===== config.mk =====
export PLATFORM = sky130hd
export DESIGN_NAME = uart_tx_arbiter
export DESIGN_NICKNAME = d
export VERILOG_FILES = /design/src/rtl/uart_arb_pkg.sv /design/src/rtl/uart_tx_arbiter_rr_pick.sv /design/src/rtl/uart_tx_arbiter.sv
export SDC_FILE = /design/constraint.sdc
export NUM_CORES = 1
export LEC_CHECK = 0
export BUFFER_PORTS_ARGS = -buffer_cell sky130_fd_sc_hd__buf_4
export CAP_MARGIN = 0
export CORE_MARGIN = 10
export CORE_UTILIZATION = 52
export CTS_BUF_LIST = sky130_fd_sc_hd__clkbuf_8
export DETAILED_ROUTE_END_ITERATION = 16
export MAX_ROUTING_LAYER = met4
export PLACE_DENSITY_LB_ADDON = 0.12
export RECOVER_POWER = 50
export SLEW_MARGIN = 10
export SYNTH_ARGS = -nofsm -noshare
export SYNTH_HDL_FRONTEND = slang
export SYNTH_SLANG_ARGS = --single-unit

===== constraint.sdc =====
create_clock -name clk -period 5.1 [get_ports clk]
set_input_delay 1.02 -clock clk [delete_from_list [all_inputs] [get_ports clk]]
set_output_delay 1.02 -clock clk [all_outputs]
set_load 0.02 [all_outputs]

===== src/rtl/uart_arb_pkg.sv =====
// Shared types and constants for the UART transmitter arbiter.
package uart_arb_pkg;

    localparam int BYTE_W = 8;

    localparam int REQ_BOARD  = 0;
    localparam int REQ_RECV   = 1;
    localparam int REQ_RESULT = 2;

    typedef enum logic [1:0] {
        ARB_IDLE   = 2'd0,
        ARB_OWN    = 2'd1,
        ARB_REVOKE = 2'd2
    } arb_state_e;

endpackage


===== src/rtl/uart_tx_arbiter_rr_pick.sv =====
// Combinational round-robin selector: searches upward from lastGnt+1 with wrap.
module rr_pick #(
    parameter int N   = 3,
    parameter int IDW = 2
) (
    input  logic [N-1:0]   pend_i,
    input  logic [IDW-1:0] last_i,
    output logic           any_o,
    output logic [IDW-1:0] idx_o
);

    // First pending requester after the previous winner takes the grant
    always_comb begin
        int cand;
        cand  = 0;
        any_o = 1'b0;
        idx_o = '0;
        for (int k = 1; k <= N; k++) begin
            cand = (int'(last_i) + k) % N;
            if (!any_o && pend_i[cand]) begin
                any_o = 1'b1;
                idx_o = IDW'(cand);
            end
        end
    end

endmodule


===== src/rtl/uart_tx_arbiter.sv =====
// Message-level arbiter sharing one uart_tx between NUM_REQ producers.
// Optional owner-idle timeout is built when UART_ARB_TIMEOUT_EN is defined.
module uart_tx_arbiter
    import uart_arb_pkg::*;
#(
    parameter int NUM_REQ        = 3,
    parameter int CNT_W          = 16,
    parameter int TIMEOUT_CYCLES = 1_000_000
) (
    input  logic                                   clk,
    input  logic                                   reset,
    input  logic [NUM_REQ-1:0]                     req_lock_i,
    input  logic [NUM_REQ-1:0]                     req_wr_i,
    input  logic [NUM_REQ*BYTE_W-1:0]              req_din_i,
    output logic [NUM_REQ-1:0]                     req_ready_o,
    output logic                                   uart_wr_o,
    output logic [BYTE_W-1:0]                      uart_din_o,
    input  logic                                   uart_ready_i,
    output logic                                   gnt_valid_o,
    output logic [((NUM_REQ > 1) ? $clog2(NUM_REQ) : 1)-1:0] gnt_id_o,
    output logic [NUM_REQ-1:0]                     err_drop_o,
    output logic [NUM_REQ-1:0]                     err_timeout_o,
    output logic [CNT_W-1:0]                       tx_count_o
);

    localparam int ID_W = (NUM_REQ > 1) ? $clog2(NUM_REQ) : 1;

    arb_state_e          state_q, state_d;
    logic [ID_W-1:0]     gntId_q, gntId_d;
    logic [ID_W-1:0]     lastGnt_q, lastGnt_d;
    logic [NUM_REQ-1:0]  errDrop_q, errDrop_d;
    logic [CNT_W-1:0]    txCount_q, txCount_d;

    logic [NUM_REQ-1:0]  mask;
    logic [NUM_REQ-1:0]  pending;
    logic                timeout;
    logic                gntValid;
    logic                ownerWr;
    logic                ownerLock;
    logic                ownerDone;
    logic                pickAny;
    logic [ID_W-1:0]     pickIdx;
    logic [ID_W-1:0]     pickLast;

    assign gntValid  = (state_q == ARB_OWN);
    assign ownerWr   = req_wr_i[gntId_q];
    assign ownerLock = req_lock_i[gntId_q];
    assign ownerDone = gntValid && !ownerLock && !ownerWr;
    assign pending   = (req_lock_i | req_wr_i) & ~mask;
    assign pickLast  = gntValid ? gntId_q : lastGnt_q;

    rr_pick #(
        .N   (NUM_REQ),
        .IDW (ID_W)
    ) uPick (
        .pend_i (pending),
        .last_i (pickLast),
        .any_o  (pickAny),
        .idx_o  (pickIdx)
    );

    // Next-state logic: grant, handover without bubble on release, revoke on timeout
    always_comb begin
        state_d   = state_q;
        gntId_d   = gntId_q;
        lastGnt_d = lastGnt_q;
        case (state_q)
            ARB_IDLE, ARB_REVOKE: begin
                if (pickAny) begin
                    state_d = ARB_OWN;
                    gntId_d = pickIdx;
                end else begin
                    state_d = ARB_IDLE;
                end
            end
            ARB_OWN: begin
                if (ownerDone) begin
                    lastGnt_d = gntId_q;
                    if (pickAny) begin
                        gntId_d = pickIdx;
                    end else begin
                        state_d = ARB_IDLE;
                    end
                end else if (timeout) begin
                    state_d   = ARB_REVOKE;
                    lastGnt_d = gntId_q;
                end
            end
            default: state_d = ARB_IDLE;
        endcase
    end

    // Arbitration state register
    always_ff @(posedge clk) begin
        if (reset) begin
            state_q   <= ARB_IDLE;
            gntId_q   <= '0;
            lastGnt_q <= ID_W'(NUM_REQ - 1);
        end else begin
            state_q   <= state_d;
            gntId_q   <= gntId_d;
            lastGnt_q <= lastGnt_d;
        end
    end

    // Byte path and per-requester ready; uart_din is zeroed when nothing is written
    always_comb begin
        uart_wr_o  = gntValid && ownerWr && uart_ready_i;
        uart_din_o = '0;
        if (uart_wr_o) begin
            uart_din_o = req_din_i[int'(gntId_q)*BYTE_W +: BYTE_W];
        end
        req_ready_o = '0;
        for (int i = 0; i < NUM_REQ; i++) begin
            req_ready_o[i] = gntValid && (gntId_q == ID_W'(i)) && uart_ready_i;
        end
    end

    // Any strobe that is not forwarded is exactly a strobe without ready
    assign errDrop_d = errDrop_q | (req_wr_i & ~req_ready_o);
    assign txCount_d = uart_wr_o ? (txCount_q + CNT_W'(1)) : txCount_q;

    // Sticky drop flags and forwarded-byte counter
    always_ff @(posedge clk) begin
        if (reset) begin
            errDrop_q <= '0;
            txCount_q <= '0;
        end else begin
            errDrop_q <= errDrop_d;
            txCount_q <= txCount_d;
        end
    end

`ifdef UART_ARB_TIMEOUT_EN
    localparam int TO_W = $clog2(TIMEOUT_CYCLES + 1);

    logic [TO_W-1:0]    idleCnt_q, idleCnt_d;
    logic [NUM_REQ-1:0] mask_q, mask_d;
    logic [NUM_REQ-1:0] errTimeout_q, errTimeout_d;

    // Idle time is measured on write attempts, keeping uart_ready out of the arbitration path
    assign timeout = gntValid && !ownerWr && (idleCnt_q >= TO_W'(TIMEOUT_CYCLES - 1));

    // Idle counting, masking of revoked owners until they drop req_lock
    always_comb begin
        idleCnt_d    = '0;
        mask_d       = mask_q & req_lock_i;
        errTimeout_d = errTimeout_q;
        if (gntValid && !ownerDone && !timeout && !ownerWr) begin
            idleCnt_d = idleCnt_q + TO_W'(1);
        end
        if (gntValid && !ownerDone && timeout) begin
            mask_d[gntId_q]       = 1'b1;
            errTimeout_d[gntId_q] = 1'b1;
        end
    end

    // Timeout bookkeeping registers
    always_ff @(posedge clk) begin
        if (reset) begin
            idleCnt_q    <= '0;
            mask_q       <= '0;
            errTimeout_q <= '0;
        end else begin
            idleCnt_q    <= idleCnt_d;
            mask_q       <= mask_d;
            errTimeout_q <= errTimeout_d;
        end
    end

    assign mask          = mask_q;
    assign err_timeout_o = errTimeout_q;
`else
    assign mask          = '0;
    assign timeout       = 1'b0;
    assign err_timeout_o = '0;

    // A zero idle limit would be meaningless; the parameter only matters with the timeout built
    if (TIMEOUT_CYCLES < 1) begin : gBadTimeout
    end
`endif

    assign gnt_valid_o = gntValid;
    assign gnt_id_o    = gntId_q;
    assign err_drop_o  = errDrop_q;
    assign tx_count_o  = txCount_q;

endmodule


==> run metrics <==
dpl hpwl=3.536 mm; Period minus WS final=3.357 ns; VDD IR max=0.1767 mV; CTS Hold Bufs=0; count leader, synth=nor2_1; share of cells above drive strength 1=0.1850; Root Driver=clkbuf_8; worst setup margin=1.743 ns; worst slew pin tran=1.067 ns; Skew-Pair Late Insertion Delay=0.26 ns; Yosys reg bits=24; Post-synth EDFFs=0; Max stage delay on crit path=0.71 ns; first-pass GRT wire length=7.134 mm; FFs w/ async S/R, synth=0; Area Growth Syn to Fin=26.24%; Crit Path Class=reg -> out; Routed WL=4.568 mm; CTS Sinks=24; Layout Utilization=0.7016; clk_skew=0.003011 ns; max_cap viols=0; Pins Over Slew Limit=0; endpoint class of the critical path=primary output; GP Congestion=0.8304; outcome=finished, final reports clean; overall global routing resource usage=0.1599; vias in the first global route=1577; Post-DRT Antenna Nets=0; via count=1626; grt ovf=0; DRC viols=0; synth cell count leaders=nor2_1, dfxtp_1, a21oi_1, xnor2_1, mux2i_1; Max-slew headroom=0.2862; Std-Cell Rows=19; chip width=74.76 um; Core ar.=2805 sq um; IO buf count=66; Syn. warnings=0; Worst path slowest cell=dfxtp_1; via-per-instance ratio=5.705; top post-synthesis cells by area=dfxtp_1, nor2_1, xnor2_1; H-tree Lvls=1; post-cts sizing count=0; total CTS buffers=3; CP delay by family, top=simple AND/OR/NAND/NOR gates; Die ar.=5588 sq um; DRT iter0 DRCs=86; Initial Util=0.5558; setup_tns=0 ns; Hold WS=0.4696 ns; worst path required time=4.08 ns; Clock transition at path regs=0.07 ns; FF+latch area=480.5 sq um; cell taking the most area after synthesis=dfxtp_1; Leak=0.7748 nW; CP Cell Sequence=nor2b_4 > o2bb2ai_1 > nand3_1 > nor2_1 > buf_4; final setup vio count=0; diode count=0; post-synthesis sequential area ratio=0.3082; Pwr per Cell Area=275.1 nW/um^2; ys flop type=dfxtp_1; worst slack, placed=1.872 ns; Die Ht=74.76 um; WP buf/inv=1; FMAX=297.9 MHz; final hold violation count=0; area of the multi-input gates=953.4 sq um; drt first pass iters=5; number of post-CTS setup repair buffers=0; CP max FO=19; largest net degree at the start of global routing=26; Routed WL per cell=16.03 um; CTS tree=built; filler cell count=269; Top Ports=70; hold crit path type=reg -> reg; top-area cell type share of the netlist area=0.3082; RSZ-0062 raised after global routing=no; cell area after synthesis=1559 sq um; Max Root-Sink Buffers=2; Final #Nets=293; CP Launch Type=flop; Cells after Synth=197; Final period util=0.6582; CP arrival=2.34 ns; post-synth cell types=40; initial antenna violation count=0; syn avg cell area=7.914 sq um
## power by group
group | total (W) | internal (W) | switching [W] | leakage (nW)
clock | 0.000105 | 0.0000527 | 0.0000526 | 0.0216
sequential | 0.000223 | 0.000197 | 0.0000259 | 0.195
combinational | 0.000213 | 0.0000915 | 0.000122 | 0.558
## stage by stage
step           instance area [sq um]  instances  power (W)
3_5_place_dp                    2013        282  0.0004460
2_1_floorplan                   1567        199  0.0003863
4_1_cts                         2054        285  0.0005496
3_3_place_gp                    2013        282  0.0004421
5_1_grt                         1968        285  0.0005776
6_report                        1968        285  0.0005415
## worst min-delay path, delay by kind of cell, from the launching register on
family        cells  cell delay (ns)
simple gates      2             0.11
flops             1             0.33
## layout make-up
class | instances | share of cell area
Multi-Input combinational cell | 149 | 0.4844
Sequential cell | 24 | 0.2441
Timing Repair Buffer | 66 | 0.2079
Inverter | 12 | 0.02289
Clock buffer | 3 | 0.02098
Tap cell | 31 | 0.01971
## final timing paths
kind	cells past startpoint	startpoint	end	slack [ns]
hold reg to reg	2	err_drop_o[1]	err_drop_o[1]	0.47
setup / recovery	5	gnt_id_o[0]	uart_din_o[2]	1.74
hold / removal	2	err_drop_o[1]	err_drop_o[1]	0.47
setup reg to reg	8	gnt_id_o[1]	gnt_id_o[1]	2.35
## layout by cell type (no fill, tap or decap), types with 2 or more instances in the layout
cell type and n:
a21oi_1 15, and4_1 2, buf_4 43, clkbuf_1 23, clkbuf_8 3, conb_1 3, dfxtp_1 24, ha_1 4
inv_1 12, mux2i_1 13, nand2_1 6, nand3_1 5, nand4_1 3, nor2_1 39, nor3_1 6, nor4_1 8
nor4b_1 2, o21a_1 2, o21ai_0 2, o221ai_1 3, o2bb2ai_1 3, or3_1 2, or3b_1 2, xnor2_1 15
## metal layers
layer,GRT usage,routed length [um],share of wire,vias up
met4,0.04202,58,0.013,0
met1,0.1745,1784,0.39,748
li1,-,-,-,802
met5,-,0,0,-
met2,0.2795,2311,0.51,68
met3,0.04468,414,0.091,8
## registers in the layout, indices dropped and copies added (netlist names)
register / count
state_q: 1
gnt_id_o: 2
lastGnt_q: 2
err_drop_o: 3
tx_count_o: 16
## cell families after synthesis
family / synth area share
adder cells (fa/ha/maj): 0.03210
AO/OA/AOI/OAI: 0.1533
buffers and inverters: 0.08506
AND/OR/NAND/NOR: 0.2512
other: 0.002405
flip-flops: 0.3082
XOR/XNOR: 0.08427
multiplexers: 0.08346
(Power assumes the default switching activity.)
